$ cat src/rtl/rx_ctrl_pkg.sv
// Shared types and defaults for the serial receive controller.
package rx_ctrl_pkg;

    typedef enum logic [2:0] {
        IDLE,
        START_CLR,
        RECEIVE,
        STOP_CHK,
        STOP_WAIT,
        LOAD
    } rx_state_t;

    localparam int DEFAULT_CLKS_PER_BIT = 10;

endpackage

$ cat src/rtl/flex_counter.sv
// Clearable up-counter used as the half-bit counter for start-bit validation.
// Only built when RX_START_VALIDATE_EN is defined.
`ifdef RX_START_VALIDATE_EN
module flex_counter #(
    parameter int NUM_CNT_BITS = 4
) (
    input  logic                    clk,
    input  logic                    n_rst,
    input  logic                    clear,
    input  logic                    count_enable,
    output logic [NUM_CNT_BITS-1:0] count_out
);

    always_ff @(posedge clk or negedge n_rst) begin
        if (!n_rst) begin
            count_out <= '0;
        end else if (clear) begin
            count_out <= '0;
        end else if (count_enable) begin
            count_out <= count_out + 1'b1;
        end
    end

endmodule
`endif

$ cat src/rtl/rx_sequencer.sv
// Receive-control FSM: sequences bit timer, stop-bit checker and RX buffer load.
// RX_START_VALIDATE_EN adds a half-bit re-check of the start bit (false-start abort).
module rx_sequencer
    import rx_ctrl_pkg::*;
#(
    parameter int CLKS_PER_BIT = DEFAULT_CLKS_PER_BIT,
    parameter int ERR_W        = 8
) (
    input  logic             clk,
    input  logic             rst,
    input  logic             start_bit_detected,
    input  logic             serial_in,
    input  logic             packet_done,
    input  logic             framing_error,
    output logic             sbc_clear,
    output logic             sbc_enable,
    output logic             enable_timer,
    output logic             timer_clear,
    output logic             load_buffer,
    output logic [ERR_W-1:0] err_count
);

    rx_state_t state;
    logic      false_start;

`ifdef RX_START_VALIDATE_EN
    localparam int HALF_BIT = CLKS_PER_BIT / 2;
    // Counter parks at HALF_BIT+1 after the check so the start is tested only once per frame.
    localparam int CNT_W    = $clog2(HALF_BIT + 2);

    logic [CNT_W-1:0] half_cnt;

    flex_counter #(
        .NUM_CNT_BITS(CNT_W)
    ) u_half_bit_cnt (
        .clk         (clk),
        .n_rst       (~rst),
        .clear       (state == START_CLR),
        .count_enable((state == RECEIVE) && (half_cnt <= CNT_W'(HALF_BIT))),
        .count_out   (half_cnt)
    );

    assign false_start = (half_cnt == CNT_W'(HALF_BIT)) && serial_in;
`else
    logic unused_cfg;

    assign unused_cfg  = serial_in ^ CLKS_PER_BIT[0];
    assign false_start = 1'b0;
`endif

    // NOTE: outputs are registered from the next-state decision, so each strobe is
    // aligned with the state it belongs to and is glitch-free.
    always_ff @(posedge clk or posedge rst) begin
        if (rst) begin
            state        <= IDLE;
            sbc_clear    <= 1'b0;
            sbc_enable   <= 1'b0;
            enable_timer <= 1'b0;
            timer_clear  <= 1'b0;
            load_buffer  <= 1'b0;
            err_count    <= '0;
        end else begin
            sbc_clear    <= 1'b0;
            sbc_enable   <= 1'b0;
            enable_timer <= 1'b0;
            timer_clear  <= 1'b0;
            load_buffer  <= 1'b0;

            case (state)
                IDLE: begin
                    if (start_bit_detected) begin
                        state     <= START_CLR;
                        sbc_clear <= 1'b1;
                    end
                end
                START_CLR: begin
                    state        <= RECEIVE;
                    enable_timer <= 1'b1;
                end
                RECEIVE: begin
                    if (false_start) begin
                        state       <= IDLE;
                        timer_clear <= 1'b1;
                    end else if (packet_done) begin
                        state      <= STOP_CHK;
                        sbc_enable <= 1'b1;
                    end else begin
                        enable_timer <= 1'b1;
                    end
                end
                STOP_CHK: begin
                    state <= STOP_WAIT;
                end
                STOP_WAIT: begin
                    if (framing_error) begin
                        state <= IDLE;
                        if (err_count != '1) begin
                            err_count <= err_count + 1'b1;
                        end
                    end else begin
                        state       <= LOAD;
                        load_buffer <= 1'b1;
                    end
                end
                LOAD: begin
                    state <= IDLE;
                end
                default: begin
                    state <= IDLE;
                end
            endcase
        end
    end

endmodule

$ cat config.mk
export PLATFORM = sky130hd
export DESIGN_NAME = rx_sequencer
export DESIGN_NICKNAME = d
export VERILOG_FILES = /design/src/rtl/rx_ctrl_pkg.sv /design/src/rtl/flex_counter.sv /design/src/rtl/rx_sequencer.sv
export SDC_FILE = /design/constraint.sdc
export NUM_CORES = 1
export LEC_CHECK = 0
export CAP_MARGIN = 25
export CORE_MARGIN = 4
export CORE_UTILIZATION = 40
export DETAILED_ROUTE_END_ITERATION = 6
export GPL_ROUTABILITY_DRIVEN = 0
export GPL_TIMING_DRIVEN = 0
export PLACE_DENSITY = 0.69
export SLEW_MARGIN = 5
export SYNTH_ARGS = -nofsm -noshare
export SYNTH_HDL_FRONTEND = slang
export SYNTH_SLANG_ARGS = --single-unit
$ cat constraint.sdc
create_clock -name clk -period 1.7 [get_ports clk]
set_clock_uncertainty 0.1 [all_clocks]
set_input_delay 0.34 -clock clk [delete_from_list [all_inputs] [get_ports clk]]
set_output_delay 0.34 -clock clk [all_outputs]
set_load 0.05 [all_outputs]
==> flow_summary.toml, run 1 <==
[flow_run]
cap_violations = 0

[layout]
drive_gt1_share_pct = 28.9
finish.utilization_pct = 58.7
diodes = 0
finalNetCount = 98
area_growth_syn_to_layout_pct = 33.8

[sta]
grt_setup_unrepaired = "true"
setup-tns-final_ns = 0
layout_setup_ws_ns = 0.0374
finalCriticalPeriod_ns = 1.66
slew_violations = 0
hold_violations = 0
tightest_slew_ns = 0.547
relSlewSlack_pct = 63.5
fin_crit_sh_pct = 97.8
holdWs_ns = 0.184
max_freq_ghz = 0.601
setup_viol = 0

[cts]
cts.path.max_buffers = 2
cts_tree = "built"
clkTransAtPathRegs_ns = 0.08
cts_root_buf = "clkbuf_4"
cts.sinks = 15
postCtsHoldBufs = 0
insertion_delay_ns = 0.28
h-tree-depth = 1
numCtsBuffers = 3

[worst_setup_path]
cp_num_buf_inv = 1
cp_data_required_time_ns = 1.26
r2r-start = "state[0]"
cp_top_family = "buffers and inverters"
crit_start = "err_count[0]"
cp-end-kind = "primary output"
worstPathCellList = "dlygate4sd2_1"
slowest_stage = "dlygate4sd2_1"
critPathMaxStageDelay_ns = 0.54
critPathKind = "register to primary output"
arrival_ns = 1.22
cp-start-kind = "register"
critPathMaxFanout = 4

[pwr]
peakVddDrop_mv = 0.961
finalPower_w = 0.00137
powerDensity_mw_per_mm2 = 1480
p_leak_nw = 0.483

[routing]
final_antenna_net_count = 0
totalWireLength_mm = 1.31
wire_per_inst_um = 12.3
viasPerCell = 5.16
via_count = 547
drcViolationCount = 0
drt_first_iter_violations = 6
first_pass_iters = 4

[floorplanning]
start_util_pct = 43.9
io_pins = 19
core_area_mm2 = 0.00158
rows = 14
die_h_um = 49.6
dieArea_mm2 = 0.00246
dieWidth_um = 49.6

[synth]
synth-seq-area-share_pct = 54.2
synthDistinctLibCells = 26
syn_area_um2 = 692
syn_nets = 71
avgSynthCellArea_um2 = 10.8
synth_cells = 64
yosys_warnings = 0
ys_seq_elements = 15

[global_route]
grt_max_degree = 16
antenna_found_initial = 0
grt_pass1_vias = 484
grt_pass1_wl_mm = 2.01
grt_usage_pct = 10.9
grt_overflow = 0

[place]
hpwl_um = 925
place_ws_ns = -0.277
port_buffers = 16

[hold_path]
hold_start = "framing_error"
hp-class = "input port to register"

[status]
status = "finished clean"
==> final cells by class <==
class / instances / area, um2
Timing Repair Buffer: 24 / 190
Fill cell: 145 / 651
Multi-Input combinational cell: 44 / 292
Sequential cell: 15 / 383
Clock buffer: 4 / 26.3
Tap cell: 16 / 20.0
Inverter: 2 / 7.51
Buffer: 1 / 7.51
==> timing repair <==
item / 4_1_cts / 5_1_grt
pin swaps: 3 / 3
setup buffers: 1 / 7
resized for setup: 13 / 15
setup endpoints to repair: 14 / 9
==> registers in the layout (all words and copies together) (netlist names) <==
name / cells
enable_timer: 1
err_count: 8
load_buffer: 1
sbc_clear: 1
sbc_enable: 1
state: 3
==> through the flow <==
step / cells / cell area [um2]
after floorplan: 64 / 696
after global placement: 96 / 876
after detailed placement: 96 / 876
after CTS: 99 / 886
after global routing: 106 / 926
final: 106 / 926
==> cells in the mapped netlist (all sizes together) <==
| library cell | instances | area share (%) |
|---|---|---|
| a21oi | 3 | 2.2 |
| a31o | 1 | 1.3 |
| and3 | 3 | 2.7 |
| and4bb | 1 | 1.8 |
| buf | 3 | 2.5 |
| conb | 1 | 0.54 |
| dfrtp | 15 | 54 |
| ha | 1 | 1.8 |
| inv | 2 | 1.1 |
| mux2 | 4 | 7.1 |
| mux2i | 2 | 2.9 |
| nand2 | 4 | 2.2 |
| nand2b | 1 | 0.90 |
| nand3 | 2 | 1.4 |
| nand4 | 2 | 1.8 |
| nor2 | 10 | 5.4 |
| nor4 | 1 | 0.90 |
| nor4b | 1 | 1.3 |
| nor4bb | 1 | 1.4 |
| o21ai | 2 | 1.4 |
| xnor2 | 2 | 2.5 |
| xor2 | 2 | 2.5 |
==> cells in the final DEF (no fill, tap or decap), drive strengths merged, types with 2 or more instances in the layout <==
cell           instances
a21oi                  3
and3                   3
buf                    9
clkbuf                 9
clkdlybuf4s50          3
dfrtp                 15
dlygate4sd2            6
inv                    2
mux2                   4
mux2i                  2
nand2                  4
nand3                  2
nand4                  2
nor2                  10
o21ai                  2
xnor2                  2
xor2                   2
==> final timing paths <==
kind	slack, ns	to	cells past startpoint
setup reg to reg	0.07	err_count[7]	4
max in group asynchronous	0.81	err_count[3]	2
min in group asynchronous	0.29	sbc_enable	2
hold reg to reg	0.40	err_count[0]	1
setup / recovery	0.04	err_count[0]	1
hold / removal	0.18	load_buffer	2
==> report_power, final <==
part           total (W)  switching, W  internal (W)
registers       0.000554     0.0000935      0.000460
logic           0.000618      0.000364      0.000254
clock network   0.000203      0.000112     0.0000912
==> metal layers <==
layer / GRT usage (%) / wire [um] / up-vias / part of all wire (%)
met1: 10.9 / 521 / 264 / 40
met5: 0 / 0 / - / 0
li1: - / - / 268 / -
met3: 5.72 / 96 / 2 / 7.4
met4: 3.69 / 12 / 0 / 0.92
met2: 18.9 / 675 / 13 / 52
==> kinds of logic after synthesis <==
kind of cell	after synthesis	share of synthesized area, %
fa+ha+maj	1	1.81
buf+inv	5	3.62
flops	15	54.2
other cells	1	0.542
simple gates	26	19.9
mux	6	9.94
xor+xnor	4	5.06
compound gates	6	4.88
Power figures use the tool's default switching activity.
==> run 2: changes to the inputs <==
- CORE_MARGIN: 4 -> unset
==> run 2 against run 1 <==
Effect of this change: the flow now finishes with violations (DRC); fmax grew 0.14%; via count shrank 2.9%; cell count shrank 1.9%; setup slack gained 0.0024 ns; global-route usage grew 3.6 points; critical path depth grew 4; worst hold slack gained 0.12 ns; first-iteration DRC count shrank 17%; die area shrank 23%.
==> flow_summary.toml, run 2 (same netlist as run 1, synthesis figures left out) <==
[global_route]
grt_usage_pct = 14.4
grt_pass1_vias = 483
grt_overflow = 0
grt_max_degree = 16
antenna_found_initial = 0
grt_pass1_wl_mm = 2.01

[routing]
drcViolationCount = 1
wire_per_inst_um = 11.3
totalWireLength_mm = 1.18
viasPerCell = 5.11
first_pass_iters = 5
drt_first_iter_violations = 5
final_antenna_net_count = 0
via_count = 531

[worst_setup_path]
worstPathCellList = "clkdlybuf4s50_1, and4bb_1, nand4_1, nor2_1, mux2_4"
r2r-start = "state[1]"
cp_data_required_time_ns = 1.77
arrival_ns = 1.73
reg2reg_depth = 4
cp-start-kind = "input port"
crit_start = "framing_error"
r2r_end = "err_count[5]"
rrSetupSlack_ns = 0.08
cp_num_buf_inv = 1
slowest_stage = "clkdlybuf4s50_1"
critPathMaxStageDelay_ns = 0.50
cp-end-kind = "register"
cp_top_family = "simple AND/OR/NAND/NOR gates"
critPathMaxFanout = 3
critPathKind = "input port to register"

[place]
port_buffers = 16
dpl.cell_count = 96
dpl-instance-area_um2 = 876
place_ws_ns = -0.260
hpwl_um = 790

[cts]
cts.sinks = 15
numCtsBuffers = 3
insertion_delay_ns = 0.28
clkTransAtPathRegs_ns = 0.09
cts_root_buf = "clkbuf_4"
h-tree-depth = 1
cts_tree = "built"
cts.path.max_buffers = 2
postCtsHoldBufs = 0

[sta]
grt_setup_unrepaired = "false"
relSlewSlack_pct = 61.9
finalCriticalPeriod_ns = 1.66
tightest_slew_ns = 0.570
setup_viol = 0
hold_violations = 0
slew_violations = 0
max_freq_ghz = 0.602
layout_setup_ws_ns = 0.0398
fin_crit_sh_pct = 97.7

[layout]
final_common_cell = "nor2_1"
area_growth_syn_to_layout_pct = 33.6
finalNetCount = 96
largest_register_ffs = 8
multi_input_comb_area_um2 = 295
finalNonFillerCells = 104
fin_area_um2 = 925
layout_common_cells = "10 x nor2_1, 9 x dfrtp_1, 7 x buf_4"
seq_area_um2 = 383
diodes = 0
fillerInstances = 141
top_regs = "err_count (8), state (3)"
largest-register = "err_count"
drive_gt1_share_pct = 26.1

[floorplanning]
dieWidth_um = 43.6
core_area_mm2 = 0.00156
rows = 14
start_util_pct = 44.4
die_h_um = 43.6
io_pins = 19
dieArea_mm2 = 0.00190

[pwr]
p_leak_nw = 0.466
swShare_pct = 42.0
pwr-share-comb_pct = 44.0
p_sw_w = 0.000560
p_int_w = 0.000775
seq_power_share_pct = 40.9
clkPwrFrac_pct = 15.2
powerDensity_mw_per_mm2 = 1440
peakVddDrop_mv = 0.955

[status]
status = "finished, violations left"
failed_checks = "DRC"

[flow_run]
cap_violations = 0

[hold_path]
hp-class = "input port to async pin"
[run 2: cell types whose count changed in the layout (fill, tap and decap cells not counted), sizes merged]
cell / previous run / this run
clkdlybuf4s15: 1 / 4
dlygate4sd2: 6 / 5
clkdlybuf4s50: 3 / 4
buf: 9 / 7
clkinv: 0 / 1
dlymetal6s2s: 1 / 0
clkbuf: 9 / 6
[run 2: routing by layer]
| metal | vias to the layer above | GRT usage, % | part of all wire, % |
|---|---|---|---|
| met2 | 14 | 23.6 | 48 |
| met3 | 2 | 7.92 | 6.2 |
| li1 | 265 | - | - |
| met5 | - | 0 | 0 |
| met4 | 0 | 1.88 | 0.76 |
| met1 | 250 | 17.2 | 45 |
[run 2: area by class of cell]
cell class | instances | share of cell area (%)
Sequential cell | 15 | 41.4
Inverter | 2 | 0.812
Buffer | 1 | 0.812
Multi-Input combinational cell | 44 | 31.9
Tap cell | 16 | 2.17
Clock inverter | 1 | 0.541
Clock buffer | 3 | 2.44
Timing Repair Buffer | 22 | 19.9
[run 2: per-stage QoR]
| stage | total power, W | utilization (%) | hold slack [ns] | TNS (ns) |
|---|---|---|---|---|
| 2_1_floorplan | 0.000954 | - | 0.141 | 0 |
| 3_3_place_gp | 0.00112 | 56.2 | 0.391 | -0.904 |
| 3_5_place_dp | 0.00113 | 56.2 | 0.394 | -0.975 |
| 4_1_cts | 0.00128 | 57.7 | 0.315 | 0 |
| 5_1_grt | 0.00143 | 59.3 | 0.345 | 0 |
| 6_report | 0.00134 | 59.3 | 0.304 | 0 |
[run 2: timing repair]
action	in CTS	in global routing
endpoints found under the setup margin	14	12
resized for setup	13	13
cloned	0	0
pin swaps	3	3
buffers inserted	2	4
[run 2: worst max path at each step]
stage,end,slack (ns),cells past startpoint
after floorplan,err_count[1],0.008,3
after global placement,err_count[7],-0.25,5
after detailed placement,err_count[7],-0.26,5
after CTS,err_count[7],0.00005,4
after global routing,err_count[5],0.003,5
final,err_count[5],0.04,5
[run 2: worst reg2reg max path: stages, from the launching register on]
cell and delay, ns:
dfrtp_2 0.45, and4bb_1 0.31, nand4_1 0.15, nor2_1 0.19, mux2_4 0.31
[run 2: power by group through the flow]
stage | sequential (W) | combinational, W | clock [W]
after floorplan | 0.000726 | 0.000229 | 0
after global placement | 0.000527 | 0.000589 | 0
after detailed placement | 0.000531 | 0.000595 | 0
after CTS | 0.000550 | 0.000521 | 0.000210
after global routing | 0.000565 | 0.000637 | 0.000229
final | 0.000546 | 0.000587 | 0.000203
==> RTL change 1, RTL diff (flow settings as in run 1) <==
`ERR_W`: 8 -> 12.
--- a/src/rtl/rx_sequencer.sv
+++ b/src/rtl/rx_sequencer.sv
@@ -5,5 +5,5 @@
 #(
     parameter int CLKS_PER_BIT = DEFAULT_CLKS_PER_BIT,
-    parameter int ERR_W        = 8
+    parameter int ERR_W        = 12
 ) (
     input  logic             clk,
Interface: changed (resized err_count); port bits go from 19 to 23. The function was not compared with the original's and may differ.
==> RTL change 1 against run 1 <==
The run now ends with setup timing left; largest power group is now registers; register-to-register slack got worse by 90 ps; count of clock-buffer cells in the layout unchanged; wire length is 40% higher; via count grew 30%; largest cell class unchanged; critical path type is now flip-flop to flip-flop; sequential cell count increased by 4; worst setup slack got worse by 57 ps; critical endpoint is now err_count[1]$_DFFE_PP0P_; hold slack better by 1.0 ps; power is 6.7% higher; non-clock buffer count up 3; area after synthesis rose by 31%; cell area increased by 31%; utilization increased by 0.25 points.
==> RTL change 1: results <==
{
  "min_delay_worst_endpoint": "load_buffer$_DFF_PP0_",
  "syn_nets": 90,
  "yosys.area_share.xor_xnor_pct": 4.83,
  "compound_gate_fraction_of_synth_area_pct": 8.69,
  "peak_ir_drop_on_the_vdd_network_v": 0.000887,
  "postSynth.asyncResetShare_pct": 100,
  "worst_path_max_delay_cell": "sky130_fd_sc_hd__dfrtp_2",
  "antenna_cells": 0,
  "detailed_place_hpwl_mm": 1.24,
  "worstSetupStartpoint": "err_count[1]$_DFFE_PP0P_",
  "yosysWarningCount": 0,
  "peak_per_stage_delay_on_the_critical_path_ps": 420,
  "drtIter0Drc": 3,
  "grt_usage_pct": 12.7,
  "grt_max_degree": 20,
  "firstDrtPassIters": 4,
  "cts-root-buf": "sky130_fd_sc_hd__clkbuf_4",
  "drive_gt1_share_pct": 41.2,
  "place.port_buffers": 20,
  "grt_pass1_wl_mm": 3.12,
  "detailroute.via_count": 713,
  "clock_tree.buffer_depth": 2,
  "later_pin_clock_latency_in_the_skew_report_ps": 290,
  "cts.reportedPaths.clkPinSlew_ps": 100,
  "initial_antenna_violation_count": 0,
  "post_synth_num_cell_types": 30,
  "path_delay_family": "simple AND/OR/NAND/NOR gates",
  "synth.yosys.seq_area_share_pct": 52.4,
  "p_leak_nw": 0.576,
  "cts_inserted_buffers": 3,
  "worstRegToRegCells": 5,
  "top_regs": "err_count (12), state (3)",
  "setup_tns_ps": -19.3,
  "layout_setup_ws_ps": -19.3,
  "run_status": "finished, violations left",
  "placed_area_um2": 1170,
  "nNetsFinal": 122,
  "violations": "setup timing",
  "max_slew.worst_pin.slew_ps": 706,
  "timing.setup.critical_path_class": "flip-flop to flip-flop",
  "synth_edf_count": 0,
  "synth_top_cells_by_count": "19 x sky130_fd_sc_hd__dfrtp_1, 7 x sky130_fd_sc_hd__nor2_1, 6 x sky130_fd_sc_hd__nand2_1, 5 x sky130_fd_sc_hd__xor2_1",
  "final-setup-viol-count": 1,
  "h_tree_level_count": 1,
  "netlist_top_cells_area": "sky130_fd_sc_hd__dfrtp_1 52%, sky130_fd_sc_hd__mux2_4 5.0%, sky130_fd_sc_hd__xor2_1 4.8%",
  "hold_start": "framing_error",
  "crit-reg2reg-capture": "err_count[1]$_DFFE_PP0P_",
  "critPathMaxFanout": 4,
  "timing.critical_path.arrival_ps": 1810,
  "worstHoldPathType": "primary input to flip-flop",
  "wirelength_mm": 1.83,
  "fraction_of_the_mapped_netlist_area_in_adder_cells_pct": 1.38,
  "yosys-mux-area-fraction_pct": 4.97
}
-- RTL change 1: cell count changes after synthesis, sizes merged, moves of 2 or more --
cell,change
xor2,+3
buf,-2
nand2,+2
mux2i,-2
nand2b,+2
dfrtp,+4
nor2,-3
xnor2,-2
nor3,+5
o211ai,+2
nand3,+3
and3,+2
-- RTL change 1: per-stage QoR --
stage	total power, mW	worst slack, ps	hold slack (ps)	cells
after floorplan	1.05	-98.1	190	83
after global placement	1.22	-354	396	130
after detailed placement	1.22	-355	402	130
after CTS	1.45	0.409	377	138
after global routing	1.57	-106	190	141
final	1.47	-19.3	185	141
-- RTL change 1: routing by layer --
layer	wire, um	GRT usage, %
met2	875	20.3
met4	12	3.13
met3	91	4.87
met1	852	16.1
met5	0	0
-- RTL change 1: what timing repair did --
item,in CTS,in global routing
hold buffers,0,0
setup endpoints to repair,17,15
pin swaps,0,4
gates cloned,0,0
resized for setup,28,14
buffers inserted,4,3
-- RTL change 1: logic make-up after synthesis --
group                    count (synthesis)
AND/OR/NAND/NOR                         39
flip-flops                              19
AO/OA/AOI/OAI                           12
XOR/XNOR                                 5
multiplexers                             3
buffers and inverters                    3
adder cells (fa/ha/maj)                  1
other                                    1
-- RTL change 1: final cells by class --
class,instances,area (um^2)
buffer,1,7.51
clock buffer,4,26.3
timing repair buffer,27,210
tap,27,33.8
inverter,2,7.51
fill,189,846
multi-input combinational,61,439
sequential,19,492
-- RTL change 1: power breakdown --
part	switching [mW]	internal [mW]
clock	0.134	0.0913
combinational	0.370	0.240
sequential	0.0820	0.551
==> RTL change 2, RTL diff (flow settings as in run 1) <==
Without the edit above. Re-encode `rx_state_t` (6 states) as one-hot, 6 bits wide.
--- a/src/rtl/rx_ctrl_pkg.sv
+++ b/src/rtl/rx_ctrl_pkg.sv
@@ -2,11 +2,11 @@
 package rx_ctrl_pkg;
 
-    typedef enum logic [2:0] {
-        IDLE,
-        START_CLR,
-        RECEIVE,
-        STOP_CHK,
-        STOP_WAIT,
-        LOAD
+    typedef enum logic [5:0] {
+        IDLE      = 6'b000001,
+        START_CLR = 6'b000010,
+        RECEIVE   = 6'b000100,
+        STOP_CHK  = 6'b001000,
+        STOP_WAIT = 6'b010000,
+        LOAD      = 6'b100000
     } rx_state_t;
 
Check against the original RTL: same outputs for any inputs over 10 cycles, from zero or initial values and one cycle with rst high; not proved beyond that.
==> RTL change 2 against run 1 <==
The run now ends with setup timing left; worst setup slack lost 110 ps; clock power grew 28%; hold slack gained 150 ps; global-route usage grew 2.0 points; wire length grew 31%; final cell count grew 21%; sequential cell count grew 3; sequential power shrank 0.7%; area after synthesis grew 23%; fmax shrank 6.3%; synthesized cell count grew 17%; cell area grew 22%; non-clock buffer count is the same; power shrank 12%; critical path type is now flip-flop to flip-flop; highest routed layer unchanged.
==> RTL change 2: results <==
{
  "wl_met1_um": 823,
  "fin_hold_ws_ps": 334,
  "cts.reportedPaths.clkPinSlew_ps": 110,
  "post_cts.repair.setup_buffers": 5,
  "place_worst_setup_slack_ps": -218,
  "nNetsFinal": 109,
  "p_int_mw": 0.774,
  "p_leak_nw": 0.558,
  "synth_top_cells_by_count": "17 x sky130_fd_sc_hd__dfrtp_1, 5 x sky130_fd_sc_hd__xnor2_1",
  "top_regs": "err_count (8), state (6)",
  "drtIter0Drc": 15,
  "wl_per_cell_um": 13.4,
  "critPathMaxFanout": 3,
  "detailed_place_hpwl_mm": 1.14,
  "violations": "setup timing",
  "placed_area_um2": 1060,
  "use_met2_pct": 18.8,
  "run_status": "finished, violations left",
  "max_slew.worst_pin.slew_ps": 664,
  "dr_wl_met2_um": 772,
  "sw_frac_of_total_pct": 35.9,
  "grt_max_degree": 19,
  "peak_ir_drop_on_the_vdd_network_v": 0.000832,
  "peak_per_stage_delay_on_the_critical_path_ps": 580,
  "grtUsageMet3_pct": 4.99,
  "worstHoldPathType": "primary input to asynchronous set/reset pin",
  "register_to_register_path_setup_slack_ps": -70,
  "cts.repair.resized": 17,
  "worst_path_max_delay_cell": "sky130_fd_sc_hd__or4_4",
  "clock_net_power_mw": 0.260,
  "detailroute.via_count": 647,
  "wirelength_mm": 1.71,
  "worstSetupEndpoint": "err_count[1]$_DFFE_PP0P_",
  "globalRouteMet1Util_pct": 18.2,
  "syn_nets": 82,
  "synth.avg_cell_area_um2": 11.3,
  "netlist_top_cells_area": "sky130_fd_sc_hd__dfrtp_1 50%, sky130_fd_sc_hd__xnor2_1 5.2%, sky130_fd_sc_hd__dfstp_2 3.1%",
  "setup_tns_ps": -192,
  "path_delay_family": "simple AND/OR/NAND/NOR gates",
  "synth.yosys.seq_area_share_pct": 53.2,
  "final-setup-viol-count": 4,
  "grt_usage_pct": 12.9,
  "layout_setup_ws_ps": -74.5,
  "worstSetupStartpoint": "state[5]$_DFFE_PP0P_",
  "grt_pass1_wl_mm": 2.63,
  "drive_gt1_share_pct": 34.7,
  "pwr.group.combinational_mw": 0.397
}
-- RTL change 2: changes by cell type after synthesis, sizes merged, moves of 3 or more --
cell	delta
nor3	+4
nor2	-5
mux2	-3
xnor2	+3
-- RTL change 2: area by class of cell --
| class | instances | area [um^2] | share of cell area, % |
|---|---|---|---|
| multi-input cells | 50 | 383 | 33.9 |
| inverters | 4 | 15.0 | 1.33 |
| clock buffers | 4 | 36.3 | 3.22 |
| repair buffers | 24 | 191 | 17.0 |
| flip-flops and latches | 18 | 462 | 40.9 |
| plain buffers | 1 | 7.51 | 0.665 |
| well taps | 27 | 33.8 | 2.99 |
-- RTL change 2: logic make-up (layout without fill, tap and decap cells) --
kind of cell | after synthesis | after routing | synth area share (%)
compound gates | 7 | 7 | 6.48
xor+xnor | 7 | 7 | 7.22
fa+ha+maj | 1 | 1 | 1.47
buf+inv | 7 | 33 | 3.53
flops | 18 | 18 | 53.2
mux | 2 | 2 | 2.95
other cells | 1 | 1 | 0.441
simple gates | 32 | 32 | 24.7
